--- src/rtl/clock_set_ctrl_pkg.sv ---
// Shared constants and state encoding for the time-of-day set controller.
package clock_pkg;

    localparam logic [1:0] MODE_RUN    = 2'd0;
    localparam logic [1:0] MODE_SET_HH = 2'd1;
    localparam logic [1:0] MODE_SET_MM = 2'd2;
    localparam logic [1:0] MODE_SET_SS = 2'd3;

    localparam int HOUR_MAX = 23;
    localparam int MIN_MAX  = 59;
    localparam int SEC_MAX  = 59;
    localparam int HOUR_W   = 5;
    localparam int MIN_W    = 6;
    localparam int SEC_W    = 6;

    typedef enum logic [1:0] {
        ST_RUN    = MODE_RUN,
        ST_SET_HH = MODE_SET_HH,
        ST_SET_MM = MODE_SET_MM,
        ST_SET_SS = MODE_SET_SS
    } state_t;

endpackage

--- src/rtl/clock_set_ctrl_if.sv ---
// Strobes, buttons and time/display outputs of the set controller.
interface clock_set_ctrl_if;
    import clock_pkg::*;

    logic              tick;
    logic              tick_blink;
    logic              btn_mode;
    logic              btn_inc;
    logic              btn_dec;
    logic [HOUR_W-1:0] hour;
    logic [MIN_W-1:0]  min;
    logic [SEC_W-1:0]  sec;
    logic [1:0]        mode;
    logic              blank_hour;
    logic              blank_min;
    logic              blank_sec;
    logic              day_pulse;

    modport slave (
        input  tick, tick_blink, btn_mode, btn_inc, btn_dec,
        output hour, min, sec, mode, blank_hour, blank_min, blank_sec, day_pulse
    );

    modport master (
        output tick, tick_blink, btn_mode, btn_inc, btn_dec,
        input  hour, min, sec, mode, blank_hour, blank_min, blank_sec, day_pulse
    );

endinterface

--- src/rtl/clock_set_ctrl_wrap_counter.sv ---
// Modulo-(MAX+1) up/down counter; wrap_up flags the MAX->0 increment combinationally
// so the caller can chain carries on the same edge.
module wrap_counter #(
    parameter int W   = 6,
    parameter int MAX = 59
) (
    input  logic         clk,
    input  logic         rst,
    input  logic         load,
    input  logic [W-1:0] load_val,
    input  logic         up,
    input  logic         dn,
    output logic [W-1:0] q,
    output logic         wrap_up
);

    assign wrap_up = up & ~dn & (q == W'(MAX));

    always_ff @(posedge clk or negedge rst) begin
        if (!rst) begin
            q <= load_val;
        end else if (load) begin
            q <= load_val;
        end else if (up && !dn) begin
            q <= (q == W'(MAX)) ? '0 : q + 1'b1;
        end else if (dn && !up) begin
            q <= (q == '0) ? W'(MAX) : q - 1'b1;
        end
    end

endmodule

--- src/rtl/clock_set_ctrl.sv ---
// RUN/SET mode controller for hh:mm:ss: advances on tick, edits one field with
// inc/dec while frozen, blinks the edited field and auto-returns to RUN on idle.
module clock_set_ctrl
    import clock_pkg::*;
#(
    parameter int TIMEOUT_TICKS = 30,
    parameter int RESET_HOUR    = 0,
    parameter int RESET_MIN     = 0
) (
    input logic             clk,
    input logic             rst,
    clock_set_ctrl_if.slave bus
);

    localparam int CNT_W   = $clog2(TIMEOUT_TICKS + 2);
    localparam int TO_LAST = (TIMEOUT_TICKS == 0) ? 0 : TIMEOUT_TICKS - 1;

    state_t           state, state_n;
    logic             mode_q, inc_q, dec_q;
    logic             p_mode, p_inc, p_dec, any_press, inc_e, dec_e;
    logic [CNT_W-1:0] to_cnt;
    logic             to_hit, mode_chg, phase, phase_n;
    logic             run, in_hh, in_mm, in_ss;
    logic             sec_wrap, min_wrap, hour_wrap;

    assign p_mode    = bus.btn_mode & ~mode_q;
    assign p_inc     = bus.btn_inc & ~inc_q;
    assign p_dec     = bus.btn_dec & ~dec_q;
    assign any_press = p_mode | p_inc | p_dec;
    // mode press wins; inc+dec together cancel
    assign inc_e     = p_inc & ~p_dec & ~p_mode;
    assign dec_e     = p_dec & ~p_inc & ~p_mode;

    assign run   = (state == ST_RUN);
    assign in_hh = (state == ST_SET_HH);
    assign in_mm = (state == ST_SET_MM);
    assign in_ss = (state == ST_SET_SS);

    assign to_hit = (TIMEOUT_TICKS != 0) && !run && bus.tick && !any_press
                    && (to_cnt == CNT_W'(TO_LAST));

    always_comb begin
        state_n = state;
        if (p_mode) begin
            case (state)
                ST_RUN:    state_n = ST_SET_HH;
                ST_SET_HH: state_n = ST_SET_MM;
                ST_SET_MM: state_n = ST_SET_SS;
                default:   state_n = ST_RUN;
            endcase
        end else if (to_hit) begin
            state_n = ST_RUN;
        end
    end

    assign mode_chg = (state_n != state);

    always_comb begin
        phase_n = phase;
        if (mode_chg || p_inc || p_dec) phase_n = 1'b0;
        else if (bus.tick_blink)        phase_n = ~phase;
    end

    always_ff @(posedge clk or negedge rst) begin
        if (!rst) begin
            mode_q         <= 1'b0;
            inc_q          <= 1'b0;
            dec_q          <= 1'b0;
            state          <= ST_RUN;
            to_cnt         <= '0;
            phase          <= 1'b0;
            bus.blank_hour <= 1'b0;
            bus.blank_min  <= 1'b0;
            bus.blank_sec  <= 1'b0;
            bus.day_pulse  <= 1'b0;
        end else begin
            mode_q         <= bus.btn_mode;
            inc_q          <= bus.btn_inc;
            dec_q          <= bus.btn_dec;
            state          <= state_n;
            phase          <= phase_n;
            // blanks track the registered mode/phase pair
            bus.blank_hour <= (state_n == ST_SET_HH) & phase_n;
            bus.blank_min  <= (state_n == ST_SET_MM) & phase_n;
            bus.blank_sec  <= (state_n == ST_SET_SS) & phase_n;
            bus.day_pulse  <= run & hour_wrap;
            if (any_press || mode_chg)   to_cnt <= '0;
            else if (!run && bus.tick)   to_cnt <= to_cnt + 1'b1;
        end
    end

    assign bus.mode = state;

    // carries only ripple in RUN; set edits wrap a field in isolation
    wrap_counter #(.W(SEC_W), .MAX(SEC_MAX)) u_sec (
        .clk(clk), .rst(rst), .load(1'b0), .load_val('0),
        .up((run & bus.tick) | (in_ss & inc_e)), .dn(in_ss & dec_e),
        .q(bus.sec), .wrap_up(sec_wrap)
    );

    wrap_counter #(.W(MIN_W), .MAX(MIN_MAX)) u_min (
        .clk(clk), .rst(rst), .load(1'b0), .load_val(MIN_W'(RESET_MIN)),
        .up((run & sec_wrap) | (in_mm & inc_e)), .dn(in_mm & dec_e),
        .q(bus.min), .wrap_up(min_wrap)
    );

    wrap_counter #(.W(HOUR_W), .MAX(HOUR_MAX)) u_hour (
        .clk(clk), .rst(rst), .load(1'b0), .load_val(HOUR_W'(RESET_HOUR)),
        .up((run & min_wrap) | (in_hh & inc_e)), .dn(in_hh & dec_e),
        .q(bus.hour), .wrap_up(hour_wrap)
    );

endmodule

--- src/flat_wrapper.sv ---
// flat-port wrapper written by rule: the top's interface ports become plain ports
module clock_set_ctrl_flat import clock_pkg::*;
#(
    parameter int TIMEOUT_TICKS = 30,
    parameter int RESET_HOUR    = 0,
    parameter int RESET_MIN     = 0
)
  (clk, rst, bus_tick, bus_tick_blink, bus_btn_mode, bus_btn_inc, bus_btn_dec, bus_hour, bus_min, bus_sec, bus_mode, bus_blank_hour, bus_blank_min, bus_blank_sec, bus_day_pulse);
  clock_set_ctrl_if bus_i ();
  input logic clk;
  input logic rst;
  input wire logic [$bits(bus_i.tick)-1:0] bus_tick;
  input wire logic [$bits(bus_i.tick_blink)-1:0] bus_tick_blink;
  input wire logic [$bits(bus_i.btn_mode)-1:0] bus_btn_mode;
  input wire logic [$bits(bus_i.btn_inc)-1:0] bus_btn_inc;
  input wire logic [$bits(bus_i.btn_dec)-1:0] bus_btn_dec;
  output wire logic [$bits(bus_i.hour)-1:0] bus_hour;
  output wire logic [$bits(bus_i.min)-1:0] bus_min;
  output wire logic [$bits(bus_i.sec)-1:0] bus_sec;
  output wire logic [$bits(bus_i.mode)-1:0] bus_mode;
  output wire logic [$bits(bus_i.blank_hour)-1:0] bus_blank_hour;
  output wire logic [$bits(bus_i.blank_min)-1:0] bus_blank_min;
  output wire logic [$bits(bus_i.blank_sec)-1:0] bus_blank_sec;
  output wire logic [$bits(bus_i.day_pulse)-1:0] bus_day_pulse;
  assign bus_i.tick = bus_tick;
  assign bus_i.tick_blink = bus_tick_blink;
  assign bus_i.btn_mode = bus_btn_mode;
  assign bus_i.btn_inc = bus_btn_inc;
  assign bus_i.btn_dec = bus_btn_dec;
  assign bus_hour = bus_i.hour;
  assign bus_min = bus_i.min;
  assign bus_sec = bus_i.sec;
  assign bus_mode = bus_i.mode;
  assign bus_blank_hour = bus_i.blank_hour;
  assign bus_blank_min = bus_i.blank_min;
  assign bus_blank_sec = bus_i.blank_sec;
  assign bus_day_pulse = bus_i.day_pulse;
  clock_set_ctrl #(.TIMEOUT_TICKS(TIMEOUT_TICKS), .RESET_HOUR(RESET_HOUR), .RESET_MIN(RESET_MIN)) u_core (.clk(clk), .rst(rst), .bus(bus_i));
endmodule
--- config.mk ---
export PLATFORM = sky130hd
export DESIGN_NAME = clock_set_ctrl_flat
export DESIGN_NICKNAME = d
export VERILOG_FILES = /design/src/rtl/clock_set_ctrl_pkg.sv /design/src/rtl/clock_set_ctrl_if.sv /design/src/rtl/clock_set_ctrl_wrap_counter.sv /design/src/rtl/clock_set_ctrl.sv /design/src/flat_wrapper.sv
export SDC_FILE = /design/constraint.sdc
export NUM_CORES = 1
export LEC_CHECK = 0
export ABC_AREA = 1
export ABC_CLOCK_PERIOD_IN_PS = 4000
export CAP_MARGIN = 30
export CORE_MARGIN = 1.5
export CORE_UTILIZATION = 25
export CTS_CLUSTER_SIZE = 14
export DETAILED_ROUTE_END_ITERATION = 7
export PLACE_DENSITY_LB_ADDON = 0.1
export RECOVER_POWER = 100
export SYNTH_ARGS = -nofsm -noshare
export SYNTH_HDL_FRONTEND = slang
export SYNTH_SLANG_ARGS = --single-unit
--- constraint.sdc ---
create_clock -name clk -period 4 [get_ports clk]
set_input_delay 0.4 -clock clk [delete_from_list [all_inputs] [get_ports clk]]
set_output_delay 0.4 -clock clk [all_outputs]
set_load 0.005 [all_outputs]
==> results of run 1 <==
-- worst max-delay path, delay by kind of cell --
family                   cells  cell delay, ns
AO/OA/AOI/OAI                5            0.69
adder cells (fa/ha/maj)      3            0.77
XOR/XNOR                     1            0.14
AND/OR/NAND/NOR              5            0.59
buffers and inverters        5            0.96
-- synth_stat cells, types with 4 or more instances --
cell type | instances | area [µm²]
sky130_fd_sc_hd__a31oi_1 | 4 | 25.0
sky130_fd_sc_hd__nor2_1 | 25 | 93.8
sky130_fd_sc_hd__o21ai_0 | 11 | 55.1
sky130_fd_sc_hd__inv_2 | 7 | 26.3
sky130_fd_sc_hd__ha_1 | 17 | 213
sky130_fd_sc_hd__nor2_2 | 6 | 37.5
sky130_fd_sc_hd__nor3_1 | 5 | 25.0
sky130_fd_sc_hd__xor2_1 | 16 | 140
sky130_fd_sc_hd__nand2_1 | 46 | 173
sky130_fd_sc_hd__inv_1 | 31 | 116
sky130_fd_sc_hd__nand3_1 | 20 | 100
sky130_fd_sc_hd__a22oi_1 | 6 | 45.0
sky130_fd_sc_hd__a21oi_1 | 12 | 60.1
sky130_fd_sc_hd__dfrtp_1 | 32 | 801
-- power groups by stage --
stage | Sequential, mW | Clock (mW) | Combinational [mW]
final | 0.582 | 0.237 | 0.832
after global routing | 0.604 | 0.267 | 0.952
after CTS | 0.588 | 0.251 | 0.911
after detailed placement | 0.594 | 0 | 0.908
after global placement | 0.599 | 0 | 0.919
after floorplan | 0.546 | 0 | 0.621
-- metrics by stage --
stage / instance area (µm²) / power (mW) / setup slack (ns) / std cells / hold slack [ns]
2_1_floorplan: 2210 / 1.17 / 1.26 / 273 / 0.104
3_3_place_gp: 2620 / 1.52 / 0.563 / 407 / 0.559
3_5_place_dp: 2620 / 1.50 / 0.443 / 407 / 0.558
4_1_cts: 2700 / 1.75 / 0.736 / 414 / 0.551
5_1_grt: 2650 / 1.82 / 0.199 / 414 / 0.630
6_report: 2650 / 1.65 / 0.620 / 414 / 0.564
-- cell type report --
| type | count | area [µm²] |
|---|---|---|
| Timing Repair Buffer | 30 | 294 |
| Clock buffer | 6 | 72.6 |
| Multi-Input combinational cell | 198 | 1200 |
| Fill cell | 939 | 5980 |
| Clock inverter | 1 | 5.00 |
| Tap cell | 108 | 135 |
| Sequential cell | 32 | 801 |
| Inverter | 39 | 146 |
-- metal layers --
metal  vias up  GRT usage [%]
met5         -              0
met4         0           3.01
met3         2           2.81
met2        25           18.0
met1       889           14.7
li1        964              -
-- cell families after synthesis --
logic type	share of synthesized area (%)
AND/OR/NAND/NOR	27.6
adder cells (fa/ha/maj)	9.60
XOR/XNOR	7.12
flip-flops	36.2
AO/OA/AOI/OAI	11.9
buffers and inverters	7.68
-- flip-flops by register name, summed over array words and instances, names as in the netlist --
signal                 count
u_core.inc_q               1
u_core.to_cnt              5
u_core.bus.blank_min       1
u_core.bus.blank_sec       1
u_core.phase               1
u_core.bus.mode            2
u_core.bus.blank_hour      1
u_core.u_min.q             6
u_core.mode_q              1
u_core.dec_q               1
u_core.u_sec.q             6
u_core.u_hour.q            5
u_core.bus.day_pulse       1
-- worst max-delay path by stage --
stage	startpoint	endpoint	slack, ns	cells past startpoint
global route	bus_btn_mode	u_core.u_hour.q[4]$_DFFE_PN0P_	0.20	18
global placement	bus_btn_mode	u_core.u_hour.q[4]$_DFFE_PN0P_	0.56	18
floorplan	u_core.bus.mode[0]$_DFF_PN0_	u_core.u_hour.q[4]$_DFFE_PN0P_	1.26	17
finish	bus_btn_mode	u_core.u_hour.q[2]$_DFFE_PN0P_	0.62	19
CTS	bus_btn_mode	u_core.u_hour.q[4]$_DFFE_PN0P_	0.74	18
detailed placement	bus_btn_mode	u_core.u_hour.q[4]$_DFFE_PN0P_	0.44	18
==> flow_metrics.env, run 1 <==
export IMPL_yosysUniqueCellTypes=38
export IMPL_power_density_nw_per_um2=622
export IMPL_worstReg2RegStart="u_core.bus.mode[1]$_DFF_PN0_"
export IMPL_path_max_fanout=8
export IMPL_clk_pin_slew_ns=0.07
export IMPL_clockRootBuffer="sky130_fd_sc_hd__clkbuf_8"
export IMPL_p_leak_nw=1.23
export IMPL_power_internal_mw=0.913
export IMPL_syn_inst=273
export IMPL_post_cts_setup_buffers=0
export IMPL_number_of_warnings_printed_during_yosys_synthesis=0
export IMPL_ctsHoldBuffers=0
export IMPL_final_net_count=330
export IMPL_first_global_vias=1850
export IMPL_max_slew_worst_pin_slew_ns=1.90
export IMPL_min_cycle_time_layout_ns=3.38
export IMPL_post_route_cells_drive_above_1_share_pct=8.50
export IMPL_power_switching_fraction_pct=44.7
export IMPL_place_congestion=0.775
export IMPL_detail_route_drc_violations=0
export IMPL_post_synth_cell_area_avg_um2=8.11
export IMPL_grt_setup_unrepaired="no"
export IMPL_die_area_um2=9430
export IMPL_die_height_um=97.1
export IMPL_crit_top_cell="sky130_fd_sc_hd__inv_1"
export IMPL_met3_wirelength_um=138
export IMPL_postCtsResizedCells=0
export IMPL_crit_type="input pin to register"
export IMPL_antenna_left=0
export IMPL_route_detailed_vias_per_inst=4.54
export IMPL_grt_first_pass_wirelength_um=8610
export IMPL_reg2regPathDepth=18
export IMPL_critical_path_endpoint_type="register"
export IMPL_critical_path_slowest_cell="sky130_fd_sc_hd__dlygate4sd3_1"
export IMPL_finish_utilization_pct=30.7
export IMPL_vias=1880
export IMPL_max_clock_freq_ghz=0.296
export IMPL_layout_cells_most_common="sky130_fd_sc_hd__nand2_1"
export IMPL_detail_route_iter0_violations=49
export IMPL_met1_routed_length_um=2460
export IMPL_grt_start_max_net_pins=33
export IMPL_tritoncts="done"
export IMPL_initial_utilization_pct=25.6
export IMPL_worst_skew_pair_late_latency_ns=0.28
export IMPL_ys_seq_area_share_pct=36.2
export IMPL_floorplan_io_pins=30
export IMPL_grt_util_all_layers_pct=11.1
export IMPL_number_of_antenna_violations_at_the_first_check_in_global_routing=0
export IMPL_cts_path_max_buffers=2
export IMPL_topRoutingLayerUsed="met4"
export IMPL_report_final_slew_viol_count=33
export IMPL_routed_wire_length_per_instance_um=12.1
export IMPL_min_delay_path_depth=2
export IMPL_power_share_clock_pct=14.4
export IMPL_hpwl_um=3740
export IMPL_worst_path_largest_cell_delay_ns=0.55
export IMPL_hold_path_startpoint="u_core.u_hour.q[4]$_DFFE_PN0P_"
export IMPL_outcome="finished with violations"
export IMPL_violations="capacitance limit, slew limit"
export IMPL_clock_skew_final_ns=0.00755
export IMPL_rows=34
export IMPL_share_seq_of_total_power_pct=35.3
export IMPL_r2r_end="u_core.u_hour.q[2]$_DFFE_PN0P_"
export IMPL_grt_overflow=0
export IMPL_share_comb_of_total_power_pct=50.4
export IMPL_postSynth_asyncResetShare_pct=100
export IMPL_syn_area_um2=2210
export IMPL_r2r_slack_ns=0.87
export IMPL_antenna_cells_inserted=0
export IMPL_required_ns=4.17
export IMPL_io_buffer_count=29
export IMPL_relative_slew_slack_pct=-26.7
export IMPL_p_sw_mw=0.738
export IMPL_routed_wl_um=4990
export IMPL_worst_hold_path_type="register to register"
export IMPL_maxCapViolCount=1
export IMPL_clock_sink_count=32
export IMPL_cts_htree_levels=2
export IMPL_syn_to_final_growth_pct=19.8
export IMPL_synth_enable_flop_cells=0
export IMPL_mostFrequentLayoutCells="sky130_fd_sc_hd__nand2_1 (47), sky130_fd_sc_hd__inv_1 (32), sky130_fd_sc_hd__dfrtp_1 (32)"
export IMPL_timing_critical_path_arrival_ns=3.55
export IMPL_primary_flip_flop_cell_chosen_by_synthesis_mapping="sky130_fd_sc_hd__dfrtp_1"
export IMPL_worstPathCellList="dlygate4sd3_1, inv_1, nor2_4, nand3b_1, o21ai_0, ha_1, inv_1, nor2_1, nand2_1, o21ai_0, ha_1, nand2_1, o22ai_1, ha_1, inv_1, a21oi_1, o21ai_0, xor2_1, inv_1"
export IMPL_drt_pass1_iter_count=4
export IMPL_coreArea_um2=8640
export IMPL_die_x_um=97.1
export IMPL_tritoncts_num_buffers=5
export IMPL_detailroute_wirelength_met2_um=2360
export IMPL_timing_final_hold_violations=0
export IMPL_synthesis_nets=297
export IMPL_setup_viol=0
export IMPL_vdd_drop_max_uv=151
export IMPL_timing_critical_path_from_type="input pin"
export IMPL_hold_end="u_core.u_hour.q[4]$_DFFE_PN0P_"
export IMPL_yosys_register_bits=32
export IMPL_layout_worst_path_cycle_share_pct=84.5
export IMPL_tns_ns=0
Power figures use the tool's default switching activity.
==> inputs of run 2 (changes only) <==
ABC_CLOCK_PERIOD_IN_PS = 3200   (was 4000)
clock period = 3.2 ns   (was 4 ns; I/O delays follow)
==> flow_metrics.env, run 2 (synthesis results as in run 1) <==
export IMPL_clockRootBuffer="sky130_fd_sc_hd__clkbuf_8"
export IMPL_top_regs="u_core.u_min.q (6), u_core.u_sec.q (6)"
export IMPL_worst_skew_pair_late_latency_ns=0.28
export IMPL_p_leak_nw=1.26
export IMPL_hold_end="u_core.dec_q$_DFF_PN0_"
export IMPL_worstReg2RegStart="u_core.bus.mode[1]$_DFF_PN0_"
export IMPL_layout_worst_path_cycle_share_pct=88.3
export IMPL_worstPathCellList="clkdlybuf4s50_1, inv_1, nor2_1, nand3b_1, o21ai_0, ha_1, inv_1, nor2_1, nand2_1, o21ai_0, ha_1, nand2_1, o22ai_1, ha_1, inv_2, o41ai_1, nand2_1, nand2_1"
export IMPL_timing_critical_path_from_type="input pin"
export IMPL_grt_util_met2_pct=17.6
export IMPL_die_area_um2=9430
export IMPL_timing_critical_path_arrival_ns=3.04
export IMPL_crit_top_cell="sky130_fd_sc_hd__nand2_1"
export IMPL_die_x_um=97.1
export IMPL_min_cycle_time_layout_ns=2.82
export IMPL_max_slew_worst_pin_slew_ns=1.86
export IMPL_finish_utilization_pct=31.3
export IMPL_grt_first_pass_wirelength_um=8670
export IMPL_post_route_cell_area_um2=2710
export IMPL_coreArea_um2=8640
export IMPL_route_detailed_vias_per_inst=4.48
export IMPL_drt_pass1_iter_count=4
export IMPL_vias=1889
export IMPL_timing_final_hold_violations=0
export IMPL_global_route_peak_usage_layer="met2"
export IMPL_required_ns=3.42
export IMPL_maxCapViolCount=1
export IMPL_r2r_end="u_core.u_hour.q[4]$_DFFE_PN0P_"
export IMPL_layout_cells_most_common="sky130_fd_sc_hd__nand2_1"
export IMPL_grt_util_all_layers_pct=11.2
export IMPL_outcome="finished with violations"
export IMPL_grtUsageMet3_pct=3.02
export IMPL_rows=34
export IMPL_post_route_cells_drive_above_1_share_pct=10.2
export IMPL_min_delay_path_depth=1
export IMPL_finalNonFillerCells=422
export IMPL_first_global_vias=1823
export IMPL_setup_viol=0
export IMPL_clk_pin_slew_ns=0.07
export IMPL_worst_hold_slack_ns=0.509
export IMPL_r2r_slack_ns=0.38
export IMPL_post_cts_setup_buffers=0
export IMPL_reg2regPathDepth=17
export IMPL_clock_skew_final_ns=0.00857
export IMPL_fill_cells=936
export IMPL_final_net_count=337
export IMPL_placedCellCount=414
export IMPL_groute_layer_met1_usage_pct=14.9
export IMPL_number_of_antenna_violations_at_the_first_check_in_global_routing=0
export IMPL_antenna_cells_inserted=0
export IMPL_ctsHoldBuffers=0
export IMPL_postCtsResizedCells=0
export IMPL_crit_type="input pin to register"
export IMPL_cts_htree_levels=2
export IMPL_clock_sink_count=32
export IMPL_routed_wire_length_per_instance_um=11.8
export IMPL_worst_hold_path_type="input pin to register"
export IMPL_place_congestion=0.756
export IMPL_violations="capacitance limit, slew limit"
export IMPL_die_height_um=97.1
export IMPL_grt_start_max_net_pins=33
export IMPL_floorplan_io_pins=30
export IMPL_power_density_nw_per_um2=778
export IMPL_antenna_left=0
export IMPL_hpwl_um=3750
export IMPL_vdd_drop_max_uv=231
export IMPL_tritoncts_num_buffers=5
export IMPL_grt_overflow=0
export IMPL_cp_buffers_inverters=4
export IMPL_tritoncts="done"
export IMPL_seqCellArea_um2=801
export IMPL_initial_utilization_pct=25.6
export IMPL_multiInputGateArea_um2=1190
export IMPL_dpl_cell_area_um2=2680
export IMPL_report_final_slew_viol_count=33
export IMPL_path_max_fanout=8
export IMPL_cp_top_family="compound AO/OA/AOI/OAI gates"
export IMPL_worst_path_largest_cell_delay_ns=0.43
export IMPL_relative_slew_slack_pct=-23.9
export IMPL_grt_setup_unrepaired="no"
export IMPL_detail_route_iter0_violations=32
export IMPL_mostFrequentLayoutCells="sky130_fd_sc_hd__nand2_1 (47), sky130_fd_sc_hd__dfrtp_1 (32), sky130_fd_sc_hd__inv_1 (31)"
export IMPL_critical_path_depth=18
export IMPL_max_clock_freq_ghz=0.354
export IMPL_syn_to_final_growth_pct=22.2
export IMPL_cts_path_max_buffers=2
export IMPL_critical_path_slowest_cell="sky130_fd_sc_hd__clkdlybuf4s50_1"
export IMPL_detail_route_drc_violations=0
export IMPL_routed_wl_um=5000
export IMPL_critical_path_endpoint_type="register"
export IMPL_io_buffer_count=29
export IMPL_hold_path_startpoint="bus_btn_dec"
## run 2: worst max-delay path by stage
stage,start,end
after CTS,u_core.bus.mode[1]$_DFF_PN0_,u_core.u_hour.q[4]$_DFFE_PN0P_
after floorplan,u_core.bus.mode[0]$_DFF_PN0_,u_core.u_hour.q[4]$_DFFE_PN0P_
final,bus_btn_mode,u_core.u_hour.q[4]$_DFFE_PN0P_
after global placement,bus_btn_mode,u_core.u_hour.q[4]$_DFFE_PN0P_
after global routing,bus_btn_mode,u_core.u_hour.q[4]$_DFFE_PN0P_
after detailed placement,bus_btn_mode,u_core.u_hour.q[4]$_DFFE_PN0P_
## run 2: power by group
part | leakage, nW | internal [mW] | total [mW] | switching [mW]
Clock | 0.0455 | 0.176 | 0.329 | 0.153
Sequential | 0.388 | 0.529 | 0.722 | 0.193
Combinational | 0.823 | 0.481 | 1.05 | 0.574
Total | 1.26 | 1.19 | 2.11 | 0.920
## run 2: area by class of cell
type,count,area share [%]
Multi-Input combinational cell,198,44.2
Sequential cell,32,29.6
Timing Repair Buffer,37,12.5
Inverter,39,5.41
Tap cell,108,4.99
Clock buffer,8,3.33
## run 2: stage by stage
stage | setup slack [ns] | setup TNS, ns | power [mW]
floorplan | 0.463 | 0 | 1.46
global placement | 0.105 | 0 | 1.91
detailed placement | -0.00590 | -0.00590 | 1.89
CTS | 0.231 | 0 | 2.24
global route | 0.00751 | 0 | 2.32
finish | 0.375 | 0 | 2.11
## run 2: worst reg2reg max path, cell delays in order, from the launching register on
cell	delay [ns]
sky130_fd_sc_hd__dfrtp_1	0.45
sky130_fd_sc_hd__inv_1	0.14
sky130_fd_sc_hd__ha_2	0.23
sky130_fd_sc_hd__nand2_1	0.06
sky130_fd_sc_hd__o21ai_0	0.08
sky130_fd_sc_hd__ha_1	0.20
sky130_fd_sc_hd__inv_1	0.06
sky130_fd_sc_hd__nor2_1	0.14
sky130_fd_sc_hd__nand2_1	0.06
sky130_fd_sc_hd__o21ai_0	0.08
sky130_fd_sc_hd__ha_1	0.19
sky130_fd_sc_hd__nand2_1	0.08
sky130_fd_sc_hd__o22ai_1	0.17
sky130_fd_sc_hd__ha_1	0.24
sky130_fd_sc_hd__inv_2	0.09
sky130_fd_sc_hd__o41ai_1	0.34
sky130_fd_sc_hd__nand2_1	0.09
sky130_fd_sc_hd__nand2_1	0.06
## run 2: metal layers
| layer | vias to the layer above | wire [µm] |
|---|---|---|
| met5 | - | 0 |
| met4 | 0 | 65 |
| met3 | 7 | 180 |
| met2 | 22 | 2350 |
| met1 | 885 | 2400 |
| li1 | 975 | - |
==> inputs of run 3 (changes only) <==
CAP_MARGIN = 20   (was 30)
==> results of run 3 <==
No change in the layout: final DEF, timing and power equal those of run 2.
